## src/rtl/imem_loader_pkg.sv

```systemverilog
// Shared definitions for the instruction-memory loader and the fetch/PC logic.
package imem_loader_pkg;

  // Loader control states.
  typedef enum logic [2:0] {
    ST_IDLE   = 3'd0,
    ST_LEN_HI = 3'd1,
    ST_LEN_LO = 3'd2,
    ST_DATA   = 3'd3,
    ST_WRITE  = 3'd4,
    ST_DONE   = 3'd5
  } state_e;

  localparam int BYTES_PER_WORD = 4;

  // The PC logic uses these same values, so load addresses line up with fetches.
  localparam logic [31:0] DEFAULT_BASE_ADDR = 32'd4;
  localparam logic [31:0] DEFAULT_STRIDE    = 32'd4;

  // States in which a stream byte may be taken.
  function automatic logic state_accepts(state_e s);
    return (s == ST_LEN_HI) || (s == ST_LEN_LO) || (s == ST_DATA);
  endfunction

  // States that count as a load in progress.
  function automatic logic state_busy(state_e s);
    return state_accepts(s) || (s == ST_WRITE);
  endfunction

endpackage

```

## src/rtl/imem_loader_if.sv

```systemverilog
// Byte stream in and instruction-memory write bus out of the loader.
interface imem_loader_if;
  logic [7:0]  in_data;
  logic        in_valid;
  logic        in_ready;
  logic        wr_en;
  logic [31:0] wr_addr;
  logic [31:0] wr_data;

  // Master: the byte source, which also observes the memory writes.
  modport master (
    output in_data, in_valid,
    input  in_ready, wr_en, wr_addr, wr_data
  );

  // Slave: the loader itself.
  modport slave (
    input  in_data, in_valid,
    output in_ready, wr_en, wr_addr, wr_data
  );
endinterface

```

## src/rtl/imem_word_packer.sv

```systemverilog
// Packs bytes MSB-first into a 32-bit word. word_full is high in the cycle
// whose shift completes the word, so the caller can leave its data state on
// the same edge as the fourth byte.
module imem_word_packer
  import imem_loader_pkg::*;
(
  input  logic        clk,
  input  logic        rst,
  input  logic        clr,
  input  logic        shift_en,
  input  logic [7:0]  in_data,
  output logic [31:0] word,
  output logic        word_full
);

  logic [31:0] word_q;
  logic [1:0]  idx_q;

  // Shift register and byte index; clr drops any partial word.
  always_ff @(posedge clk or posedge rst) begin
    if (rst) begin
      word_q <= '0;
      idx_q  <= '0;
    end else if (clr) begin
      word_q <= '0;
      idx_q  <= '0;
    end else if (shift_en) begin
      word_q <= {word_q[23:0], in_data};
      idx_q  <= idx_q + 2'd1;
    end
  end

  assign word      = word_q;
  assign word_full = shift_en && (idx_q == 2'(BYTES_PER_WORD - 1));

endmodule

```

## src/rtl/imem_loader.sv

```systemverilog
// Receives a length-prefixed byte stream, packs it into instruction words and
// writes them at PC-matching addresses; keeps the CPU in reset until done.
module imem_loader
  import imem_loader_pkg::*;
#(
  parameter logic [31:0] BASE_ADDR = DEFAULT_BASE_ADDR,
  parameter logic [31:0] STRIDE    = DEFAULT_STRIDE,
  parameter int          MAX_WORDS = 7,
  parameter int          CNT_W     = 16
) (
  input  logic             clk,
  input  logic             rst,
  input  logic             start,
  imem_loader_if.slave     bus,
  output logic             cpu_hold,
  output logic             busy,
  output logic             done,
  output logic             err,
  output logic [CNT_W-1:0] words_written
);

  localparam logic [CNT_W-1:0] MAX_N = CNT_W'(MAX_WORDS);

  state_e           state_q, state_d;
  logic [7:0]       len_hi_q;
  logic [CNT_W-1:0] len_q;
  logic [CNT_W-1:0] words_q;
  logic [31:0]      addr_q;
  logic             in_ready_q, busy_q, cpu_hold_q, done_q, err_q, wr_en_q;

  logic             accept;
  logic [CNT_W-1:0] len_rx;
  logic             start_ok;
  logic             pk_clr, pk_shift, pk_full;
  logic [31:0]      pk_word;

  assign accept   = bus.in_valid && in_ready_q;
  assign len_rx   = CNT_W'({len_hi_q, bus.in_data});
  assign start_ok = start && ((state_q == ST_IDLE) || (state_q == ST_DONE));
  assign pk_clr   = (state_q == ST_LEN_LO) && accept;
  assign pk_shift = (state_q == ST_DATA) && accept;

  imem_word_packer u_packer (
    .clk      (clk),
    .rst      (rst),
    .clr      (pk_clr),
    .shift_en (pk_shift),
    .in_data  (bus.in_data),
    .word     (pk_word),
    .word_full(pk_full)
  );

  // Next-state decode.
  always_comb begin
    state_d = state_q;
    case (state_q)
      ST_IDLE, ST_DONE: if (start) state_d = ST_LEN_HI;
      ST_LEN_HI:        if (accept) state_d = ST_LEN_LO;
      ST_LEN_LO: begin
        if (accept) begin
          if (len_rx == '0 || len_rx > MAX_N) state_d = ST_DONE;
          else                                state_d = ST_DATA;
        end
      end
      ST_DATA:          if (pk_full) state_d = ST_WRITE;
      ST_WRITE:         state_d = (words_q + CNT_W'(1) == len_q) ? ST_DONE : ST_DATA;
      default:          state_d = ST_IDLE;
    endcase
  end

  // State, datapath and registered outputs, all decoded from the next state.
  always_ff @(posedge clk or posedge rst) begin
    if (rst) begin
      state_q    <= ST_IDLE;
      len_hi_q   <= '0;
      len_q      <= '0;
      words_q    <= '0;
      addr_q     <= '0;
      in_ready_q <= 1'b0;
      busy_q     <= 1'b0;
      cpu_hold_q <= 1'b1;
      done_q     <= 1'b0;
      err_q      <= 1'b0;
      wr_en_q    <= 1'b0;
    end else begin
      state_q    <= state_d;
      in_ready_q <= state_accepts(state_d);
      busy_q     <= state_busy(state_d);
      cpu_hold_q <= (state_d != ST_DONE);
      done_q     <= (state_d == ST_DONE);
      wr_en_q    <= (state_d == ST_WRITE);
      if (start_ok) begin
        err_q   <= 1'b0;
        words_q <= '0;
      end
      if (state_q == ST_LEN_HI && accept) len_hi_q <= bus.in_data;
      if (state_q == ST_LEN_LO && accept) begin
        len_q  <= len_rx;
        addr_q <= BASE_ADDR;
        if (len_rx > MAX_N) err_q <= 1'b1;
      end
      if (state_q == ST_WRITE) begin
        addr_q  <= addr_q + STRIDE;
        words_q <= words_q + CNT_W'(1);
      end
    end
  end

  // Address and data are forced to zero outside the write strobe.
  assign bus.in_ready  = in_ready_q;
  assign bus.wr_en     = wr_en_q;
  assign bus.wr_addr   = wr_en_q ? addr_q : '0;
  assign bus.wr_data   = wr_en_q ? pk_word : '0;
  assign cpu_hold      = cpu_hold_q;
  assign busy          = busy_q;
  assign done          = done_q;
  assign err           = err_q;
  assign words_written = words_q;

endmodule

```

## src/flat_wrapper.sv

```systemverilog
// flat-port wrapper written by rule: the top's interface ports become plain ports
module imem_loader_flat import imem_loader_pkg::*;
#(
  parameter logic [31:0] BASE_ADDR = DEFAULT_BASE_ADDR,
  parameter logic [31:0] STRIDE    = DEFAULT_STRIDE,
  parameter int          MAX_WORDS = 7,
  parameter int          CNT_W     = 16
)
  (clk, rst, start, cpu_hold, busy, done, err, words_written, bus_in_data, bus_in_valid, bus_in_ready, bus_wr_en, bus_wr_addr, bus_wr_data);
  imem_loader_if bus_i ();
  input  logic clk;
  input  logic rst;
  input  logic start;
  output logic cpu_hold;
  output logic busy;
  output logic done;
  output logic err;
  output logic [CNT_W-1:0] words_written;
  input wire logic [$bits(bus_i.in_data)-1:0] bus_in_data;
  input wire logic [$bits(bus_i.in_valid)-1:0] bus_in_valid;
  output wire logic [$bits(bus_i.in_ready)-1:0] bus_in_ready;
  output wire logic [$bits(bus_i.wr_en)-1:0] bus_wr_en;
  output wire logic [$bits(bus_i.wr_addr)-1:0] bus_wr_addr;
  output wire logic [$bits(bus_i.wr_data)-1:0] bus_wr_data;
  assign bus_i.in_data = bus_in_data;
  assign bus_i.in_valid = bus_in_valid;
  assign bus_in_ready = bus_i.in_ready;
  assign bus_wr_en = bus_i.wr_en;
  assign bus_wr_addr = bus_i.wr_addr;
  assign bus_wr_data = bus_i.wr_data;
  imem_loader #(.BASE_ADDR(BASE_ADDR), .STRIDE(STRIDE), .MAX_WORDS(MAX_WORDS), .CNT_W(CNT_W)) u_core (.clk(clk), .rst(rst), .start(start), .bus(bus_i), .cpu_hold(cpu_hold), .busy(busy), .done(done), .err(err), .words_written(words_written));
endmodule
```

## config.mk

```make
export PLATFORM = sky130hd
export DESIGN_NAME = imem_loader_flat
export DESIGN_NICKNAME = d
export VERILOG_FILES = /design/src/rtl/imem_loader_pkg.sv /design/src/rtl/imem_loader_if.sv /design/src/rtl/imem_word_packer.sv /design/src/rtl/imem_loader.sv /design/src/flat_wrapper.sv
export SDC_FILE = /design/constraint.sdc
export NUM_CORES = 1
export LEC_CHECK = 0
export BUFFER_PORTS_ARGS = -buffer_cell sky130_fd_sc_hd__buf_2
export CORE_MARGIN = 2
export CORE_UTILIZATION = 57
export CTS_CLUSTER_DIAMETER = 50
export CTS_CLUSTER_SIZE = 12
export DETAILED_ROUTE_END_ITERATION = 8
export PLACE_DENSITY = 0.79
export SETUP_SLACK_MARGIN = 0.15
export SLEW_MARGIN = 20
export SYNTH_ARGS = -nofsm -noshare
export SYNTH_HDL_FRONTEND = slang
export SYNTH_SLANG_ARGS = --single-unit
```

## constraint.sdc

```tcl
create_clock -name clk -period 4.1 [get_ports clk]
set_input_delay 0.205 -clock clk [delete_from_list [all_inputs] [get_ports clk]]
set_output_delay 0.205 -clock clk [all_outputs]
set_load 0.03 [all_outputs]
```

==> results of run 1 <==
-- cell usage after synthesis, types with 5 or more instances --
cell      count
o31ai_1      12
mux2_2        9
inv_1         7
mux2i_1      12
a21oi_1      12
nand2_1     155
nand4_1      11
buf_2         6
dfrtp_1     112
clkbuf_1     28
o21ai_0      37
nor3_1        5
o211ai_1      7
xor2_1       11
and2_1       66
and3_1       10
nand3_1      62
nor2_1       25
xnor2_1      14
-- layer usage --
| metal | track usage [%] | wire, um | vias to the layer above |
|---|---|---|---|
| met5 | 0 | 13 | - |
| met4 | 11.7 | 342 | 2 |
| met3 | 7.17 | 979 | 35 |
| met2 | 42.1 | 6940 | 222 |
| met1 | 37.4 | 6490 | 2551 |
| li1 | - | - | 2440 |
-- cell type report --
type | instances | share of cell area (%)
Timing Repair Buffer | 112 | 8.73
Clock inverter | 10 | 3.20
Inverter | 7 | 0.437
Clock buffer | 22 | 6.32
Tap cell | 133 | 2.32
Sequential cell | 113 | 39.5
Multi-Input combinational cell | 499 | 39.5
-- cell families (layout without fill, tap and decap cells) --
group	count (synthesis)	in the layout	synth area share, %
simple gates	356	356	30.0
flops	113	113	48.4
compound gates	91	91	9.84
buf+inv	47	151	3.42
xor+xnor	25	25	3.74
mux	21	21	3.79
fa+ha+maj	4	4	0.813
other cells	1	2	0.0641
-- path summary, 6_finish.rpt --
path	startpoint	cells after the start	end	slack (ns)
hold / removal	start	4	u_core.err	0.05
setup reg to reg	u_core.words_written[0]	8	u_core.state_q[1]	1.49
hold reg to reg	u_core.u_packer.word[25]	2	u_core.u_packer.word[25]	0.46
setup / recovery	u_core.words_written[0]	8	u_core.state_q[1]	1.49
max in group asynchronous	rst	4	u_core.cpu_hold	2.78
min in group asynchronous	rst	3	u_core.addr_q[20]	0.42
-- flip-flops by register name (all words and copies together) (netlist names) --
| register | flops |
|---|---|
| u_core.addr_q | 30 |
| u_core.bus.in_ready | 1 |
| u_core.bus.wr_en | 1 |
| u_core.busy | 1 |
| u_core.cpu_hold | 1 |
| u_core.done | 1 |
| u_core.err | 1 |
| u_core.len_hi_q | 8 |
| u_core.len_q | 16 |
| u_core.state_q | 3 |
| u_core.u_packer.idx_q | 2 |
| u_core.u_packer.word | 32 |
| u_core.words_written | 16 |
-- power groups by stage --
stage          Clock (mW)  Sequential (mW)  Combinational [mW]
2_1_floorplan           0             1.95               0.986
3_3_place_gp            0             1.99                1.30
3_5_place_dp            0             2.01                1.34
4_1_cts              1.72             2.01                1.37
5_1_grt              1.78             2.08                1.53
6_report             1.71             2.03                1.38
-- critical path, cell delays in order (launching register included) --
cell and delay [ns]:
dfrtp_1 0.47, ha_1 0.31, and3_1 0.30, nand2_1 0.13, a2111oi_0 0.44, o2111ai_1 0.23
nor3_1 0.22, a21oi_1 0.13, or2_1 0.28
-- per-stage QoR --
stage	util [%]	cell area, um^2	std cells	setup slack (ns)	power (mW)
final	72.6	7160	896	1.49	5.12
after global routing	72.6	7160	896	1.30	5.40
after CTS	72.6	7160	896	1.54	5.10
after detailed placement	64.8	6390	855	1.63	3.35
after global placement	64.8	6390	855	1.76	3.29
after floorplan	-	5850	659	0.909	2.94
-- layout by cell type, fill, tap and decap left out, types with 5 or more instances in the layout --
cell / netlist / routed
nand2_1: 155 / 155
dfrtp_1: 112 / 112
bufinv_16: 0 / 7
nand3_1: 62 / 62
o211ai_1: 7 / 7
a21oi_1: 12 / 12
inv_1: 7 / 6
buf_4: 4 / 8
and3_1: 10 / 10
and2_1: 66 / 66
nand4_1: 11 / 11
nor2_1: 25 / 25
xnor2_1: 14 / 14
nor3_1: 5 / 5
xor2_1: 11 / 11
o31ai_1: 12 / 12
dlygate4sd3_1: 0 / 9
mux2_2: 9 / 9
mux2i_1: 12 / 12
o21ai_0: 37 / 37
buf_2: 6 / 95
clkbuf_16: 0 / 16
==> run metrics, run 1 <==
setup TNS 0 ns; gr usage total 27.6%; leakage 3.63 nW; clk sinks 113; CTS Root Cell clkbuf_8; clock-pin slew on the worst setup and hold paths roughly 0.060 ns; RSZ-0062 raised after global routing no; Seq. cell area 2830 um^2; Setup-failing EPs final 0; CTS tree done; layout cell share with drive strength beyond 1 20.1%; clk_skew about 0.0072 ns; Final min period 2.61 ns; dominant cell type by area after synthesis dfrtp_1; via density per instance ~5.9; hold_buf cts 9; Iteration-0 DRC Markers 435; DRC 0; largest net degree at the start of global routing 88; port bufs 95; Slew @ Worst Pin 1.12 ns; final slew viol count 0; Seq/Total Area, Yosys between 40% and 50%; post-cts resize count 0; die area 11100 um^2; clock power share 33.4%; DIE WIDTH 105 um; DP Wirelength 9300 um; TritonCTS Buffers 17; Clock Latency Late Sink approximately 0.52 ns; Post-Synthesis Cells 658; Hold Path Class input pin to flop; synthesized cell area around 5800 um^2; Max-Cap Viols 0; CP max FO 8; Final Hold Fails 0; worst-case clock buffer depth 2; area occupied by multi-input gates 2830 um^2; Avg Cell Area, Syn 8.89 um^2; vias in the first global route ~5000; Gate power share roughly 27%; Async SR Flop Fraction 100%; maximum vdd drop between 400 and 500 uV; # IOs 98; Setup crit end kind flop; Final nets 765; Die Span Y 105 um; hold_ws between 0.04 and 0.05 ns; initial antenna violation count 1; total grt overflow 0; YS warnings 0; CP arrival 3.01 ns; Layout fillers 706; Unique masters post-synth 53; Synth Register Bits between 100 and 150; H-tree level count 4; Detail Route Antenna Nets 0; Required @ worst endpoint 4.50 ns; RePlAce Congestion 0.931; Psw 1.86 mW; PwrDens approximately 710 nW/um^2; Routed WL 14800 um; EDFF count, synth 0; internal power 3.26 mW; Vias 5250; Area Growth Syn to Fin 22.5%; sequential power share 39.6%; postcts setup bufs 0; nature of the critical path startpoint flop; Worst slew margin 25.1%; switching share of power 36.3%; fmax 0.383 GHz; WS Path Type flop to flop; Yosys top cell area share a little under half; core area 9860 um^2; Ant. Diodes 0; Area contributors post-synth dfrtp_1, nand2_1, and2_1; run status finished clean; Routed WL per cell 16.5 um; most common flop cell mapped by yosys dfrtp_1; DRT Pass-1 Iters 6; first-pass GRT wire length 24400 um; # rows 36; period utilization between 60% and 70%; Initial Utilization 59.3%
Power figures use the tool's default switching activity.
==> run 2: changes to the inputs <==
Settings changed: CORE_UTILIZATION 57 to 51, PLACE_DENSITY 0.79 to 0.74.
Clock period 4.1 ns to 2.2 ns, I/O delays scaled along.
==> run metrics, run 2 (same netlist as run 1, synthesis figures left out) <==
Final nets 795; most frequent cells in the layout nand2_1, dfrtp_1, buf_2; RePlAce Congestion 0.922; Setup crit end kind flop; Final min period between 2 and 2.5 ns; setup TNS 0 ns; Routed WL per cell ~16 um; Layout fillers 895; Power, Total ~9.5 mW; fmax 0.482 GHz; Max-Cap Viols 0; Placed Cells roughly 900; clk sinks 113; first-pass GRT wire length 24600 um; Worst slew margin 56.1%; Hold Path Class input pin to flop; # rows 39; TritonCTS Buffers 17; leakage roughly 3.8 nW; Required @ worst endpoint 2.50 ns; worst-case clock buffer depth 2; most common cell after layout, fill and taps aside nand2_1; non-filler instance count after layout approximately 940; Clock Latency Late Sink 0.42 ns; clock-pin slew on the worst setup and hold paths about 0.050 ns; largest net degree at the start of global routing 52; Worst Hold Path Cells 4; r2r setup slk about 0.13 ns; GR Layer Usage met1 between 30 and 40%; met3 Use GR 6.07%; Area Growth Syn to Fin 28.9%; vias in the first global route 5051; DIE WIDTH approximately 110 um; die area around 12000 um^2; Setup-failing EPs final 0; final slew viol count 0; reg2reg path depth 8; Hold EP u_core.err; PwrDens 1260 nW/um^2; CP arrival 2.37 ns; Ant. Diodes 0; Final Hold Fails 0; DP Wirelength 10000 um; worst r2r src u_core.words_written[1]; run status finished clean; reg2reg end u_core.state_q[1]; maximum vdd drop 832 uV; RSZ-0062 raised after global routing yes; Slew @ Worst Pin 0.656 ns; Iteration-0 DRC Markers 433; Initial Utilization 51.7%; # IOs 98; clk_skew 0.00709 ns; DRC 0; CP max FO 5; HP Start start; core area 11300 um^2; initial antenna violation count 0; total grt overflow 0; gr usage total 24.6%; port bufs 95; H-tree level count 4; CTS tree done; nature of the critical path startpoint flop; period utilization between 90% and 100%; via density per instance 5.65; Vias 5289; Detail Route Antenna Nets 0; Routed WL between 10000 and 15000 um; CTS Root Cell clkbuf_16; WS Path Type flop to flop; DRT Pass-1 Iters 5; max FFs per register 32; GR Util met2 37.8%; Die Span Y 111 um; GRT Max-Usage Layer met2; layout cell share with drive strength beyond 1 between 20 and 30%
==> run 2: changes by cell type in the layout (fill, tap and decap cells not counted), sizes merged <==
cell      change
clkinv        +1
clkbuf        +1
bufinv        -4
inv           -1
clkinvlp      +3
buf          +30
==> run 2: worst max-delay path by stage <==
stage / from / endpoint / slack (ns) / depth (start not counted)
floorplan: u_core.words_written[5] / u_core.state_q[1] / 0.15 / 6
global route: u_core.words_written[1] / u_core.state_q[1] / 0.04 / 8
global placement: u_core.words_written[2] / u_core.state_q[1] / 0.10 / 6
CTS: u_core.words_written[8] / u_core.state_q[1] / 0.13 / 7
detailed placement: u_core.words_written[2] / u_core.state_q[1] / 0.007 / 6
finish: u_core.words_written[1] / u_core.state_q[1] / 0.13 / 8
==> run 2: what timing repair did <==
action / in CTS / in global routing
buffers inserted: 7 / 7
setup endpoints to repair: 5 / 23
gates resized for setup: 8 / 20
pin swaps: 2 / 5
hold endpoints to repair: 38 / 0
hold buffers: 9 / 0
==> run 2: layer usage <==
metal | part of all wire, % | wire length (um)
met1 | 45 | 6650
met2 | 47 | 6920
met3 | 6.5 | 959
met4 | 1.5 | 228
met5 | 0 | 0
==> run 2: area by class of cell <==
| type | instances | area (um^2) | share of cell area, % |
|---|---|---|---|
| tap | 143 | 179 | 2.37 |
| inverter | 7 | 30.0 | 0.398 |
| timing repair buffer | 142 | 892 | 11.8 |
| clock inverter | 9 | 129 | 1.71 |
| clock buffer | 23 | 488 | 6.48 |
| sequential | 113 | 2840 | 37.7 |
| multi-input combinational | 499 | 2980 | 39.5 |
==> run 2: critical path, cell delays in order (launching register included) <==
cell	delay, ns
dfrtp_2	0.41
ha_4	0.17
and3_4	0.23
nand2_2	0.09
a2111oi_4	0.30
o2111ai_2	0.19
nor3_2	0.26
a21oi_2	0.10
or2_1	0.21
==> run 2: power breakdown <==
group          total, mW  switching [mW]  internal (mW)
clock               2.82           0.930           1.89
combinational       3.01            1.82           1.20
sequential          3.67           0.803           2.87
total               9.51            3.55           5.96
==> run 2: per-stage QoR <==
stage	hold slack, ns	util [%]	instance area [um^2]	setup WS [ns]
after floorplan	0.215	-	5910	0.154
after global placement	0.144	58.3	6600	0.103
after detailed placement	0.153	58.3	6600	0.00698
after CTS	0.0377	65.3	7390	0.130
after global routing	0.0742	66.6	7540	0.0369
final	0.0592	66.6	7540	0.126
==> run 3: changes to the inputs <==
Settings changed: CORE_UTILIZATION 51 to 40, CTS_CLUSTER_DIAMETER 50 to 200, PLACE_DENSITY 0.74 to 0.6.
==> run metrics, run 3 (same netlist as run 1, synthesis figures left out) <==
GRT Max-Usage Layer met2; DP Wirelength 10300 um; maximum vdd drop 679 uV; max FFs per register 32; Iteration-0 DRC Markers between 200 and 250; GR Util met2 roughly 30%; setup TNS 0 ns; Setup crit end kind flop; CP arrival 2.31 ns; layout cell share with drive strength beyond 1 27.5%; # rows 44; Area Growth Syn to Fin 29.3%; DRC 0; clk_skew 0.00893 ns; most frequent cells in the layout nand2_1, dfrtp_1, buf_2; leakage about 3.8 nW; reg2reg path depth 9; Die Span Y 125 um; r2r setup slk 0.19 ns; Ant. Diodes 0; final slew viol count 0; Final Util between 50% and 60%; GR Layer Usage met1 between 20% and 30%; vias in the first global route 4883; Routed WL per cell 15.3 um; Routed WL ~15000 um; total grt overflow 0; PwrDens 1250 nW/um^2; reg2reg end u_core.state_q[1]; core area 14400 um^2; WS Path Type flop to flop; Hold EP u_core.err; port bufs 95; Hold Path Class input pin to flop; Worst slew margin between 50% and 60%; initial antenna violation count 0; worst r2r src u_core.words_written[0]; via density per instance between 5 and 6; gr usage total approximately 19%; # IOs 98; DIE WIDTH approximately 120 um; run status finished clean; CP max FO 6; Initial Utilization 40.5%; Gate power share 31.9%; switching share of power between 30% and 40%; DRT Pass-1 Iters 4; RePlAce Congestion 0.848; Clock Latency Late Sink 0.41 ns; H-tree level count 4; TritonCTS Buffers 17; met3 Use GR ~4.4%; Max-Cap Viols 0; Final Hold Fails 0; Layout fillers 1362; HP Start start; clk sinks 113; Setup-failing EPs final 0; Slew @ Worst Pin 0.622 ns; Psw 3.51 mW; fmax 0.497 GHz; period utilization approximately nine tenths; Required @ worst endpoint 2.49 ns; clock-pin slew on the worst setup and hold paths about 0.05 ns; worst-case clock buffer depth 2; Worst Hold Path Cells 4; Final nets between 700 and 800; Final min period 2.01 ns; CTS tree done; RSZ-0062 raised after global routing yes; first-pass GRT wire length between 20000 and 25000 um; nature of the critical path startpoint flop; Detail Route Antenna Nets 0; Vias 5065; clock power share 29.9%; sequential power share about two fifths; CTS Root Cell clkbuf_16; die area 15600 um^2; largest net degree at the start of global routing 64; internal power about 6.0 mW; most common cell after layout, fill and taps aside nand2_1
-- run 3: final cells by class --
cell class	instances	area, um^2	area share [%]
timing repair buffer	141	865	11.4
inverter	7	30.0	0.397
clock buffer	20	447	5.91
tap	184	230	3.04
sequential	113	2840	37.6
multi-input combinational	499	2990	39.5
clock inverter	10	161	2.13
-- run 3: power groups by stage --
stage | Sequential [mW] | Combinational, mW | Clock (mW)
global route | 3.73 | 3.35 | 2.99
finish | 3.63 | 3.02 | 2.83
detailed placement | 3.65 | 2.77 | 0
floorplan | 3.66 | 1.87 | 0
global placement | 3.62 | 2.71 | 0
CTS | 3.62 | 2.82 | 2.88
-- run 3: through the flow --
stage	setup WS, ns	power (mW)	instances	instance area, um^2	hold slack, ns
finish	0.186	9.48	974	7560	0.0611
global route	0.0806	10.1	974	7560	0.100
CTS	0.137	9.31	965	7370	0.0443
detailed placement	0.0986	6.42	926	6660	0.246
global placement	0.0681	6.33	926	6660	0.239
floorplan	0.154	5.53	659	5910	0.215
-- run 3: what timing repair did --
item,in CTS,in global routing
gates cloned,0,0
hold buffers,9,0
pin swaps,1,6
buffers inserted,0,9
resized for setup,3,30
endpoints found under the setup margin,15,36
endpoints found under the hold margin,134,0
-- run 3: worst max-delay path by stage --
stage,start,to,slack (ns),cells past startpoint
floorplan,u_core.words_written[5],u_core.state_q[1],0.15,6
global placement,u_core.words_written[1],u_core.state_q[1],0.07,8
detailed placement,u_core.words_written[1],u_core.state_q[1],0.1,8
CTS,u_core.words_written[13],u_core.state_q[1],0.14,7
global route,u_core.words_written[1],u_core.busy,0.08,8
finish,u_core.words_written[0],u_core.state_q[1],0.19,9
-- run 3: per-layer routing --
metal | vias to the layer above | routed length [um]
li1 | 2495 | -
met1 | 2433 | 7100
met2 | 119 | 6880
met3 | 18 | 658
met4 | 0 | 226
met5 | - | 0
-- run 3: worst max-delay path: stages, from the launching register on --
cell,delay [ns]
dfrtp_2,0.41
ha_4,0.18
nand3_2,0.10
buf_6,0.15
nor4_4,0.20
xnor2_1,0.17
o22ai_1,0.12
nor4_2,0.23
a21oi_2,0.11
or2_1,0.21
